$ cat config.mk
export PLATFORM = sky130hd
export DESIGN_NAME = gtp_common_pll_ctrl
export DESIGN_NICKNAME = d
export VERILOG_FILES = /design/src/rtl/gtp_ctrl_pkg.sv /design/src/rtl/gtp_sync2.sv /design/src/rtl/gtp_common_pll_ctrl.sv
export SDC_FILE = /design/constraint.sdc
export NUM_CORES = 1
export LEC_CHECK = 0
export ABC_AREA = 1
export ABC_CLOCK_PERIOD_IN_PS = 3350
export BUFFER_PORTS_ARGS = -buffer_cell sky130_fd_sc_hd__buf_2
export CELL_PAD_IN_SITES_DETAIL_PLACEMENT = 1
export CELL_PAD_IN_SITES_GLOBAL_PLACEMENT = 1
export CORE_ASPECT_RATIO = 1.5
export CORE_MARGIN = 10
export CORE_UTILIZATION = 45
export CTS_BUF_LIST = sky130_fd_sc_hd__clkbuf_4
export CTS_CLUSTER_DIAMETER = 60
export DETAILED_ROUTE_END_ITERATION = 10
export HOLD_SLACK_MARGIN = 0.05
export PLACE_DENSITY = 0.93
export SYNTH_ARGS = -nofsm -noshare
export SYNTH_HDL_FRONTEND = slang
export SYNTH_HIERARCHICAL = 1
export SYNTH_SLANG_ARGS = --single-unit
$ cat constraint.sdc
create_clock -name i_clk -period 3.35 [get_ports i_clk]
set_clock_uncertainty 0.2 [all_clocks]
set_input_delay 0.1675 -clock i_clk [delete_from_list [all_inputs] [get_ports i_clk]]
set_output_delay 0.1675 -clock i_clk [all_outputs]
set_load 0.03 [all_outputs]
$ cat src/rtl/gtp_ctrl_pkg.sv
`default_nettype none
// ============================================================================
// Module      : gtp_ctrl_pkg
// Description : Shared definitions for the GTP common PLL sequencers.
//               - state encoding, also used by the PLL1 instance and the
//                 debug register map
//               - clog2 helper for counter sizing
//               - synchroniser depth
// Revision    : 1.0  initial release
// ============================================================================
package gtp_ctrl_pkg;

  // Encodings are visible on the debug STATE port and in the register
  // map, so they must stay fixed.
  typedef enum logic [2:0] {
    ST_IDLE      = 3'd0,
    ST_PWRDN     = 3'd1,
    ST_RESET     = 3'd2,
    ST_WAIT_LOCK = 3'd3,
    ST_READY     = 3'd4,
    ST_FAIL      = 3'd5
  } pll_state_e;

  localparam int unsigned SYNC_STAGES = 2;

  // Ceiling log2; returns 0 for values 0 and 1.
  function automatic int unsigned clog2(input int unsigned value);
    int unsigned result;
    result = 0;
    for (int i = 0; i < 32; i++) begin
      if ((64'd1 << i) < 64'(value)) result = i + 1;
    end
    return result;
  endfunction

endpackage
`default_nettype wire

$ cat src/rtl/gtp_sync2.sv
`default_nettype none
// ============================================================================
// Module      : gtp_sync2
// Description : Multi-flop synchroniser (depth SYNC_STAGES) for a single
//               asynchronous level into the control clock domain.
// Ports       : i_clk   control clock
//               i_rst_n asynchronous active-low reset
//               i_d     asynchronous input level
//               o_q     synchronised output
// Revision    : 1.0  initial release
// ============================================================================
module gtp_sync2
  import gtp_ctrl_pkg::*;
#(
  parameter logic RST_VAL = 1'b0
) (
  input  logic i_clk,
  input  logic i_rst_n,
  input  logic i_d,
  output logic o_q
);

  logic [SYNC_STAGES-1:0] r_sync;

  always_ff @(posedge i_clk or negedge i_rst_n) begin
    if (!i_rst_n) begin
      r_sync <= {SYNC_STAGES{RST_VAL}};
    end else begin
      r_sync <= {r_sync[SYNC_STAGES-2:0], i_d};
    end
  end

  assign o_q = r_sync[SYNC_STAGES-1];

endmodule
`default_nettype wire

$ cat src/rtl/gtp_common_pll_ctrl.sv
`default_nettype none
// ============================================================================
// Module      : gtp_common_pll_ctrl
// Description : Power-up / reset sequencer for one GTP common PLL. Drives
//               PLLPD, PLLRESET and PLLLOCKEN through a timed sequence,
//               qualifies lock with a stability window and a timeout,
//               retries on timeout and re-locks on lock / refclk loss.
// Ports       : i_clk            free-running control clock
//               i_rst_n          asynchronous active-low reset
//               i_start          rising edge starts from IDLE or FAIL
//               i_stop           level, forces IDLE while high
//               i_pll_lock       PLLxLOCK (asynchronous)
//               i_pll_refclklost PLLxREFCLKLOST (asynchronous)
//               o_pllpd          to PLLxPD
//               o_pllreset       to PLLxRESET
//               o_plllocken      to PLLxLOCKEN
//               o_ready          PLL locked and qualified
//               o_fail           retries exhausted
//               o_relock         one-cycle pulse on lock loss while READY
//               o_retry_cnt      timeouts since last start, saturating
//               o_state          current state encoding (debug)
// Revision    : 1.0  initial release
// ============================================================================
module gtp_common_pll_ctrl
  import gtp_ctrl_pkg::*;
#(
  parameter int unsigned PD_CYCLES    = 16,
  parameter int unsigned RESET_CYCLES = 16,
  parameter int unsigned LOCK_STABLE  = 32,
  parameter int unsigned LOCK_TIMEOUT = 1024,
  parameter int unsigned MAX_RETRIES  = 3
) (
  input  logic       i_clk,
  input  logic       i_rst_n,
  input  logic       i_start,
  input  logic       i_stop,
  input  logic       i_pll_lock,
  input  logic       i_pll_refclklost,
  output logic       o_pllpd,
  output logic       o_pllreset,
  output logic       o_plllocken,
  output logic       o_ready,
  output logic       o_fail,
  output logic       o_relock,
  output logic [3:0] o_retry_cnt,
  output logic [2:0] o_state
);

  // One counter width must hold the largest of all cycle parameters.
  localparam int unsigned C_MAX_A = (PD_CYCLES > RESET_CYCLES) ? PD_CYCLES : RESET_CYCLES;
  localparam int unsigned C_MAX_B = (LOCK_STABLE > LOCK_TIMEOUT) ? LOCK_STABLE : LOCK_TIMEOUT;
  localparam int unsigned C_MAX   = (C_MAX_A > C_MAX_B) ? C_MAX_A : C_MAX_B;
  localparam int unsigned CW      = clog2(C_MAX + 1);

  // Counters start at 0 on entry, so the last cycle in a state is N-1.
  localparam logic [CW-1:0] C_PD_LAST  = CW'(PD_CYCLES - 1);
  localparam logic [CW-1:0] C_RST_LAST = CW'(RESET_CYCLES - 1);
  localparam logic [CW-1:0] C_TMO_LAST = CW'(LOCK_TIMEOUT - 1);
  localparam logic [CW-1:0] C_STABLE   = CW'(LOCK_STABLE);
  localparam logic [3:0]    C_MAX_RTY  = 4'(MAX_RETRIES);

  logic          w_lock_s;
  logic          w_lost_s;
  logic          w_start_edge;
  pll_state_e    w_nxt;
  logic [CW-1:0] w_cnt;
  logic [CW-1:0] w_stable;
  logic [3:0]    w_retry;
  logic          w_relock;
  logic          w_lock_ok;

  pll_state_e    r_state;
  logic [CW-1:0] r_cnt;
  logic [CW-1:0] r_stable;
  logic [3:0]    r_retry;
  logic          r_start_q;
  logic          r_pd;
  logic          r_rst;
  logic          r_locken;
  logic          r_ready;
  logic          r_fail;
  logic          r_relock;

  gtp_sync2 #(.RST_VAL(1'b0)) u_sync_lock (
    .i_clk   (i_clk),
    .i_rst_n (i_rst_n),
    .i_d     (i_pll_lock),
    .o_q     (w_lock_s)
  );

  gtp_sync2 #(.RST_VAL(1'b0)) u_sync_lost (
    .i_clk   (i_clk),
    .i_rst_n (i_rst_n),
    .i_d     (i_pll_refclklost),
    .o_q     (w_lost_s)
  );

  assign w_start_edge = i_start & ~r_start_q;
  // A lost reference clock disqualifies lock even if LOCK still reads high.
  assign w_lock_ok    = w_lock_s & ~w_lost_s;

  always_comb begin
    w_nxt    = r_state;
    w_cnt    = '0;
    w_stable = '0;
    w_retry  = r_retry;
    w_relock = 1'b0;
    if (i_stop) begin
      w_nxt = ST_IDLE;
    end else begin
      case (r_state)
        ST_IDLE, ST_FAIL: begin
          if (w_start_edge) begin
            w_retry = '0;
            w_nxt   = ST_PWRDN;
          end
        end
        ST_PWRDN: begin
          w_cnt = r_cnt + 1'b1;
          if (r_cnt == C_PD_LAST) w_nxt = ST_RESET;
        end
        ST_RESET: begin
          w_cnt = r_cnt + 1'b1;
          if (r_cnt == C_RST_LAST) w_nxt = ST_WAIT_LOCK;
        end
        ST_WAIT_LOCK: begin
          w_cnt = r_cnt + 1'b1;
          if (w_lock_ok) w_stable = r_stable + 1'b1;
          // Stability is checked first so a simultaneous timeout still locks.
          if (w_stable == C_STABLE) begin
            w_nxt = ST_READY;
          end else if (r_cnt == C_TMO_LAST) begin
            if (r_retry < C_MAX_RTY) begin
              w_retry = (r_retry == 4'hF) ? r_retry : r_retry + 1'b1;
              w_nxt   = ST_PWRDN;
            end else begin
              w_nxt = ST_FAIL;
            end
          end
        end
        ST_READY: begin
          if (!w_lock_s || w_lost_s) begin
            w_relock = 1'b1;
            w_nxt    = ST_RESET;
          end
        end
        default: w_nxt = ST_IDLE;
      endcase
    end
    if (w_nxt != r_state) begin
      w_cnt    = '0;
      w_stable = '0;
    end
  end

  // Outputs are decoded from the next state so they line up with STATE.
  always_ff @(posedge i_clk or negedge i_rst_n) begin
    if (!i_rst_n) begin
      r_state   <= ST_IDLE;
      r_cnt     <= '0;
      r_stable  <= '0;
      r_retry   <= '0;
      r_start_q <= 1'b0;
      r_pd      <= 1'b1;
      r_rst     <= 1'b1;
      r_locken  <= 1'b0;
      r_ready   <= 1'b0;
      r_fail    <= 1'b0;
      r_relock  <= 1'b0;
    end else begin
      r_state   <= w_nxt;
      r_cnt     <= w_cnt;
      r_stable  <= w_stable;
      r_retry   <= w_retry;
      r_start_q <= i_start;
      r_pd      <= (w_nxt == ST_IDLE) || (w_nxt == ST_PWRDN) || (w_nxt == ST_FAIL);
      r_rst     <= (w_nxt == ST_IDLE) || (w_nxt == ST_PWRDN) || (w_nxt == ST_RESET) ||
                   (w_nxt == ST_FAIL);
      r_locken  <= (w_nxt == ST_WAIT_LOCK) || (w_nxt == ST_READY);
      r_ready   <= (w_nxt == ST_READY);
      r_fail    <= (w_nxt == ST_FAIL);
      r_relock  <= w_relock;
    end
  end

  assign o_pllpd     = r_pd;
  assign o_pllreset  = r_rst;
  assign o_plllocken = r_locken;
  assign o_ready     = r_ready;
  assign o_fail      = r_fail;
  assign o_relock    = r_relock;
  assign o_retry_cnt = r_retry;
  assign o_state     = r_state;

endmodule
`default_nettype wire
Word-level counts from Yosys, hierarchy flattened
Cells that the tools add are included.
{"block": "classes", "add_sub_neg": 3, "order_cmp": 1, "eq_ne": 20, "mux": 27, "n_bitwise": 5, "n_reduce_logical": 13}
{"operator": "$mux W11", "count": 9}
{"operator": "$mux W3", "count": 8}
{"operator": "$add A11 B1 Y11 const B", "count": 2}
{"operator": "$mux W4", "count": 5}
{"operator": "$pmux W3 S5", "count": 1}
{"operator": "$eq A3 B2 Y1 const B", "count": 4}
{"operator": "$eq A3 B3 Y1 const B", "count": 4}
{"operator": "$eq A11 B10 Y1 const B", "count": 1}
{"operator": "$eq A11 B4 Y1 const B", "count": 1}
{"operator": "$eq A11 B6 Y1 const B", "count": 1}
{"operator": "$ne A2 B2 Y1 const B", "count": 5}
{"operator": "$pmux W4 S2", "count": 1}
{"operator": "$reduce_and A7 Y1", "count": 1}
{"operator": "$eq A3 B1 Y1 const B", "count": 2}
{"operator": "$logic_not A3 Y1", "count": 2}
{"operator": "$logic_or A1 B1 Y1", "count": 6}
{"operator": "$add A4 B1 Y4 const B", "count": 1}
{"operator": "$eq A4 B4 Y1 const B", "count": 1}
{"operator": "$lt A4 B2 Y1 const B", "count": 1}
{"operator": "$mux W1", "count": 3}
{"operator": "$ne A3 B3 Y1", "count": 1}
{"operator": "$not A1 Y1", "count": 3}
{"operator": "$reduce_or A3 Y1", "count": 1}
{"operator": "$and A1 B1 Y1", "count": 2}
{"operator": "3 further kinds", "count": 3}
{"block": "word_totals", "ff_bits": 40, "inputBits": 6, "output_inout_bits": 13, "word_cells": 82}

Longest topological paths before layout
{"block": "depth", "word_depth": 13, "ltp_mapped": 17, "ltp_nobuf": 16}

By module
The synthesis kept the hierarchy.
{"mod": "gtp_common_pll_ctrl", "n_inst": 1, "cells_each": 297, "area_each_um2": 2134.5, "seq_area_each_um2": 903.4}
{"mod": "gtp_sync2", "n_inst": 2, "cells_each": 2, "area_each_um2": 50.0, "seq_area_each_um2": 50.0}

Worst setup path after synthesis
Ideal clock, no wire load.
{"block": "synth_timing", "path_kind": "register to register", "start": "register r_state[1] (netlist: o_state[1])", "end": "register r_stable[2]", "setup_ns": 0.116, "arrival_time_ns": 1.901, "t_required_ns": 3.034, "slack_ns": 1.132, "stages_incl_launch_ff": 13, "n_path_buf": 1, "synth_period_minus_slack_ns": 2.218, "cell_sequence": "dfrtp_1 inv_1 nor3_1 nand3_1 nand2_1 inv_1 nand2_1 nand2_1 nand2_1 nand2_1 nand3_2 buf_6 nor2_2"}
{"block": "synth_via", "elab_chain_cells": 6, "elab_cells_between_ends": 19, "classes_between": "eq/ne (6); mux (11); reduce/logical (2)"}
{"item": "from (decl)", "line_no": "gtp_common_pll_ctrl.sv:72", "source": "pll_state_e r_state;"}
{"item": "from (signal assigned)", "line_no": "gtp_common_pll_ctrl.sv:171", "source": "r_state <= w_nxt;"}
{"item": "$eq A3 B3 Y1, or another cell as far along", "line_no": "gtp_common_pll_ctrl.sv:111", "source": "case (r_state)"}
{"item": "$reduce_or A2 Y1 / $mux W3 (equally long branches)", "line_no": "gtp_common_pll_ctrl.sv:111, gtp_common_pll_ctrl.sv:130"}
{"item": "$pmux W3 S5", "line_no": "gtp_common_pll_ctrl.sv:111"}
{"item": "$mux W3", "line_no": "gtp_common_pll_ctrl.sv:108", "source": "if (i_stop) begin"}
{"item": "$ne A3 B3 Y1", "line_no": "gtp_common_pll_ctrl.sv:150", "source": "if (w_nxt != r_state) begin"}
{"item": "$mux W11 *", "line_no": "gtp_common_pll_ctrl.sv:150"}
{"item": "via w_stable[2]", "line_no": "gtp_common_pll_ctrl.sv:67", "source": "logic [CW-1:0] w_stable;"}
{"item": "to (signal assigned)", "line_no": "gtp_common_pll_ctrl.sv:173", "source": "r_stable <= w_stable;"}
{"item": "to (decl)", "line_no": "gtp_common_pll_ctrl.sv:74", "source": "logic [CW-1:0] r_stable;"}
Mark *: on every way through the listed nets, which the timed path passes. The rest lies on a longest branch.
A chain may end at the register's enable or synchronous reset.

Worst setup path after layout
{"block": "layout_timing", "start": "register u_sync_lost.r_sync[1]", "end": "register r_cnt[10]"}
{"block": "layout_via", "elab_chain_cells": 11, "elab_cells_between_ends": 13, "classes_between": "eq/ne (2); mux (8); bitwise (2); reduce/logical (1)"}
{"item": "from (decl)", "line_no": "gtp_sync2.sv:23", "source": "logic [SYNC_STAGES-1:0] r_sync;"}
{"item": "from (signal assigned)", "line_no": "gtp_sync2.sv:27", "source": "r_sync <= {SYNC_STAGES{RST_VAL}};"}
{"item": "from (signal assigned)", "line_no": "gtp_sync2.sv:29", "source": "r_sync <= {r_sync[SYNC_STAGES-2:0], i_d};"}
{"item": "$not A1 Y1", "line_no": "gtp_common_pll_ctrl.sv:100", "source": "assign w_lock_ok = w_lock_s & ~w_lost_s;"}
{"item": "$and A1 B1 Y1", "line_no": "gtp_common_pll_ctrl.sv:100"}
{"item": "$mux W11", "line_no": "gtp_common_pll_ctrl.sv:128", "source": "if (w_lock_ok) w_stable = r_stable + 1'b1;"}
{"item": "$mux W11", "line_no": "gtp_common_pll_ctrl.sv:111"}
{"item": "$mux W11", "line_no": "gtp_common_pll_ctrl.sv:108"}
{"item": "$eq A11 B6 Y1", "line_no": "gtp_common_pll_ctrl.sv:130", "source": "if (w_stable == C_STABLE) begin"}
{"item": "$mux W3", "line_no": "gtp_common_pll_ctrl.sv:130"}
{"item": "$pmux W3 S5 *", "line_no": "gtp_common_pll_ctrl.sv:111"}
{"item": "$mux W3 *", "line_no": "gtp_common_pll_ctrl.sv:108"}
{"item": "$ne A3 B3 Y1 *", "line_no": "gtp_common_pll_ctrl.sv:150"}
{"item": "$mux W11 *", "line_no": "gtp_common_pll_ctrl.sv:150"}
{"item": "via w_cnt[10]", "line_no": "gtp_common_pll_ctrl.sv:66", "source": "logic [CW-1:0] w_cnt;"}
{"item": "to (signal assigned)", "line_no": "gtp_common_pll_ctrl.sv:172", "source": "r_cnt <= w_cnt;"}
{"item": "to (decl)", "line_no": "gtp_common_pll_ctrl.sv:73", "source": "logic [CW-1:0] r_cnt;"}
Mark *: on every way through the listed nets, which the timed path passes. The rest lies on a longest branch. The select of a mux whose other input is x is not followed.

==> flow_summary.yaml <==
sta:
  whs_ns: 0.171
  setup_slack_ns: 0.397
  drv_slew: 0
  rsz0062_at_grt: "false"
  min_period_over_period_pct: 88.1
  max_freq_ghz: 0.339
  final_hold_viol_count: 0
  maxSlewHeadroom_pct: 39.9
  setup_violations: 0
  setup-tns-final_ns: 0
  layout_min_cycle_time_ns: 2.95
  tightest_slew_ns: 0.901
power:
  p_comb_share_pct: 13.6
  power_switching_share_pct: 27.6
  p_switching_mw: 0.258
  peakVddDrop_mv: 0.330
  p_leak_nw: 1.23
  pwr-share-clk_pct: 32.8
  p_int_mw: 0.677
  power.total_mw: 0.935
  seq_power_share_pct: 53.6
  p_per_area_nw_per_um2: 371
logic_synthesis:
  synth_cells: 301
  yosysUniqueCellTypes: 25
  syn-mean-instance-area_um2: 7.42
  synthesis.nets: 310
  yosys_warnings: 6
  ys_seq_area_share_pct: 44.9
  synth_seq_cells: 40
  syn-cell-area_um2: 2230
cts:
  numCtsBuffers: 5
  clockBufferDepth: 2
  clock_latency_ns: 0.35
  cts.clk_slew.worst_paths_ns: 0.12
  root_buffer: "clkbuf_4"
  cts_setup_buffers: 0
  htreeDepth: 2
  cts.sinks: 40
  cts_tree: "yes"
final_layout:
  drive_above_1_share_pct: 20.0
  stdcell_area_um2: 2520
  fin_nets: 338
  syn2layout_area_growth_pct: 12.8
  diodes: 0
  fillCellCount: 669
  fin_cells: 396
  seqCellArea_um2: 1000
  multi_input_area_um2: 1000
  fin_util_pct: 52.4
placed_design:
  pre_cts_ws_ns: 0.553
  dp_hpwl_mm: 4.44
  io_buffers: 18
  place_area_um2: 2390
  place_congestion: 0.783
  dp.cells: 383
floorplanning:
  dieArea_um2: 8240
  core_um2: 4810
  dieHeight_um: 106
  ios: 19
  start_util_pct: 46.5
  core.rowCount: 31
  die_w_um: 77.5
global_routing:
  antenna_found_initial: 0
  grt_pass1_vias: 2288
  grt_pass1_wl_mm: 10.6
  grt_max_degree: 41
  grt_usage_pct: 15.6
  grt-ovfl-total: 0
critical_path:
  end_kind: "flip-flop"
  worstPathMaxFanout: 14
  required_ns: 3.39
  start_kind: "flip-flop"
  r2r_slack_ns: 0.40
  crit_arrival_ns: 2.99
  critPathKind: "reg -> reg"
detailed_routing:
  viasPerCell: 5.11
  drc_errors: 0
  wirelength_mm: 6.14
  drt_iter0_markers: 56
  drtAntennaViolNets: 0
  dr_total_vias: 2022
  first_pass_iters: 4
  post_drt_wl_per_cell_um: 15.5
worst_hold_path:
  hold_class: "reg -> reg"
job:
  maxCapViolations: 0
status:
  status: "complete, no violations"
==> cells by family (layout without fill, tap and decap cells) <==
kind of cell,after synthesis,in the layout,synth area share [%]
compound gates,21,21,5.10
xor+xnor,1,1,0.392
fa+ha+maj,3,3,1.68
buf+inv,57,86,10.3
flops,40,40,44.9
simple gates,179,179,37.6
==> cell usage in the layout, fill, tap and decap left out, types with 4 or more instances in the layout <==
cell | netlist | layout
clkbuf_4 | 0 | 5
nand2_1 | 62 | 62
nand4_1 | 5 | 5
nand2_2 | 7 | 7
buf_2 | 1 | 18
inv_1 | 49 | 49
nor2_2 | 22 | 22
o21ai_0 | 13 | 13
dlygate4sd3_1 | 0 | 5
dfrtp_1 | 38 | 38
a21oi_1 | 4 | 4
nand3_1 | 37 | 37
nor2_1 | 35 | 35
nor3_1 | 6 | 6
==> Yosys cell counts <==
cell type	number	area (µm²)
a21oi_1	4	20.0
buf_2	1	5.00
buf_6	2	22.5
clkbuf_1	2	7.51
dfrtp_1	38	951
dfstp_2	2	52.6
ha_1	3	37.5
inv_1	49	184
inv_2	3	11.3
nand2_1	62	233
nand2_2	7	43.8
nand3_1	37	185
nand3_2	2	20.0
nand4_1	5	31.3
nor2_1	35	131
nor2_2	22	138
nor2_4	2	22.5
nor3_1	6	30.0
o2111ai_1	1	8.76
o211ai_1	1	7.51
o21a_1	1	7.51
o21ai_0	13	65.1
o21ai_1	1	5.00
or2_2	1	6.26
xor2_1	1	8.76
==> critical path, stage by stage (launching register included) <==
cell	delay [ns]
dfrtp_1	0.39
nor2_2	0.47
o21ai_0	0.20
nand2_1	0.15
inv_1	0.06
nand3_1	0.09
nor2_1	0.05
nand3_1	0.11
nand2_1	0.10
nand2_2	0.12
nand2_1	0.10
nand2_1	0.08
nand2_1	0.07
nand3_2	0.23
buf_4	0.32
nor2_1	0.07
==> final cells by class <==
class	count	share of cell area (%)
sequential	40	39.8
multi-input combinational	204	39.7
inverter	52	7.75
timing repair buffer	26	6.45
tap	66	3.28
clock buffer	5	1.49
clock inverter	3	1.49
==> registers in the layout (all words and copies together) (netlist names) <==
register	flops
r_stable	11
o_relock	1
o_pllpd	1
r_start_q	1
u_sync_lost/r_sync	2
o_plllocken	1
o_pllreset	1
o_ready	1
o_retry_cnt	4
o_state	3
r_cnt	11
u_sync_lock/r_sync	2
o_fail	1
==> metal layers <==
| layer | part of all wire, % | global-route usage, % | vias up | wire length, µm |
|---|---|---|---|---|
| met1 | 37 | 14.6 | 998 | 2260 |
| met5 | 0 | 0 | - | 0 |
| met2 | 59 | 31.4 | 20 | 3640 |
| li1 | - | - | 991 | - |
| met3 | 1.7 | 2.95 | 13 | 104 |
| met4 | 2.2 | 6.81 | 0 | 136 |
==> power by group through the flow <==
stage               registers, mW  logic (mW)  clock network [mW]
CTS                         0.501       0.125               0.312
global placement            0.509       0.115                   0
floorplan                   0.520      0.0763                   0
global route                0.504       0.140               0.329
detailed placement          0.510       0.118                   0
finish                      0.501       0.127               0.307
==> worst paths after layout <==
kind                       cells past startpoint               endpoint             startpoint
max                                           15              r_cnt[10]  u_sync_lost/r_sync[1]
min                                            0  u_sync_lost/r_sync[1]  u_sync_lost/r_sync[0]
max reg2reg                                   15              r_cnt[10]  u_sync_lost/r_sync[1]
min reg2reg                                    0  u_sync_lost/r_sync[1]  u_sync_lost/r_sync[0]
max in group asynchronous                      2         o_retry_cnt[2]                i_rst_n
min in group asynchronous                      2  u_sync_lost/r_sync[0]                i_rst_n
==> timing repair <==
item                      4_1_cts  5_1_grt
gates resized for setup         0        0
hold endpoints to repair       42        0
hold buffers                    5        0
Note: power is estimated with default switching activity, not from simulation.
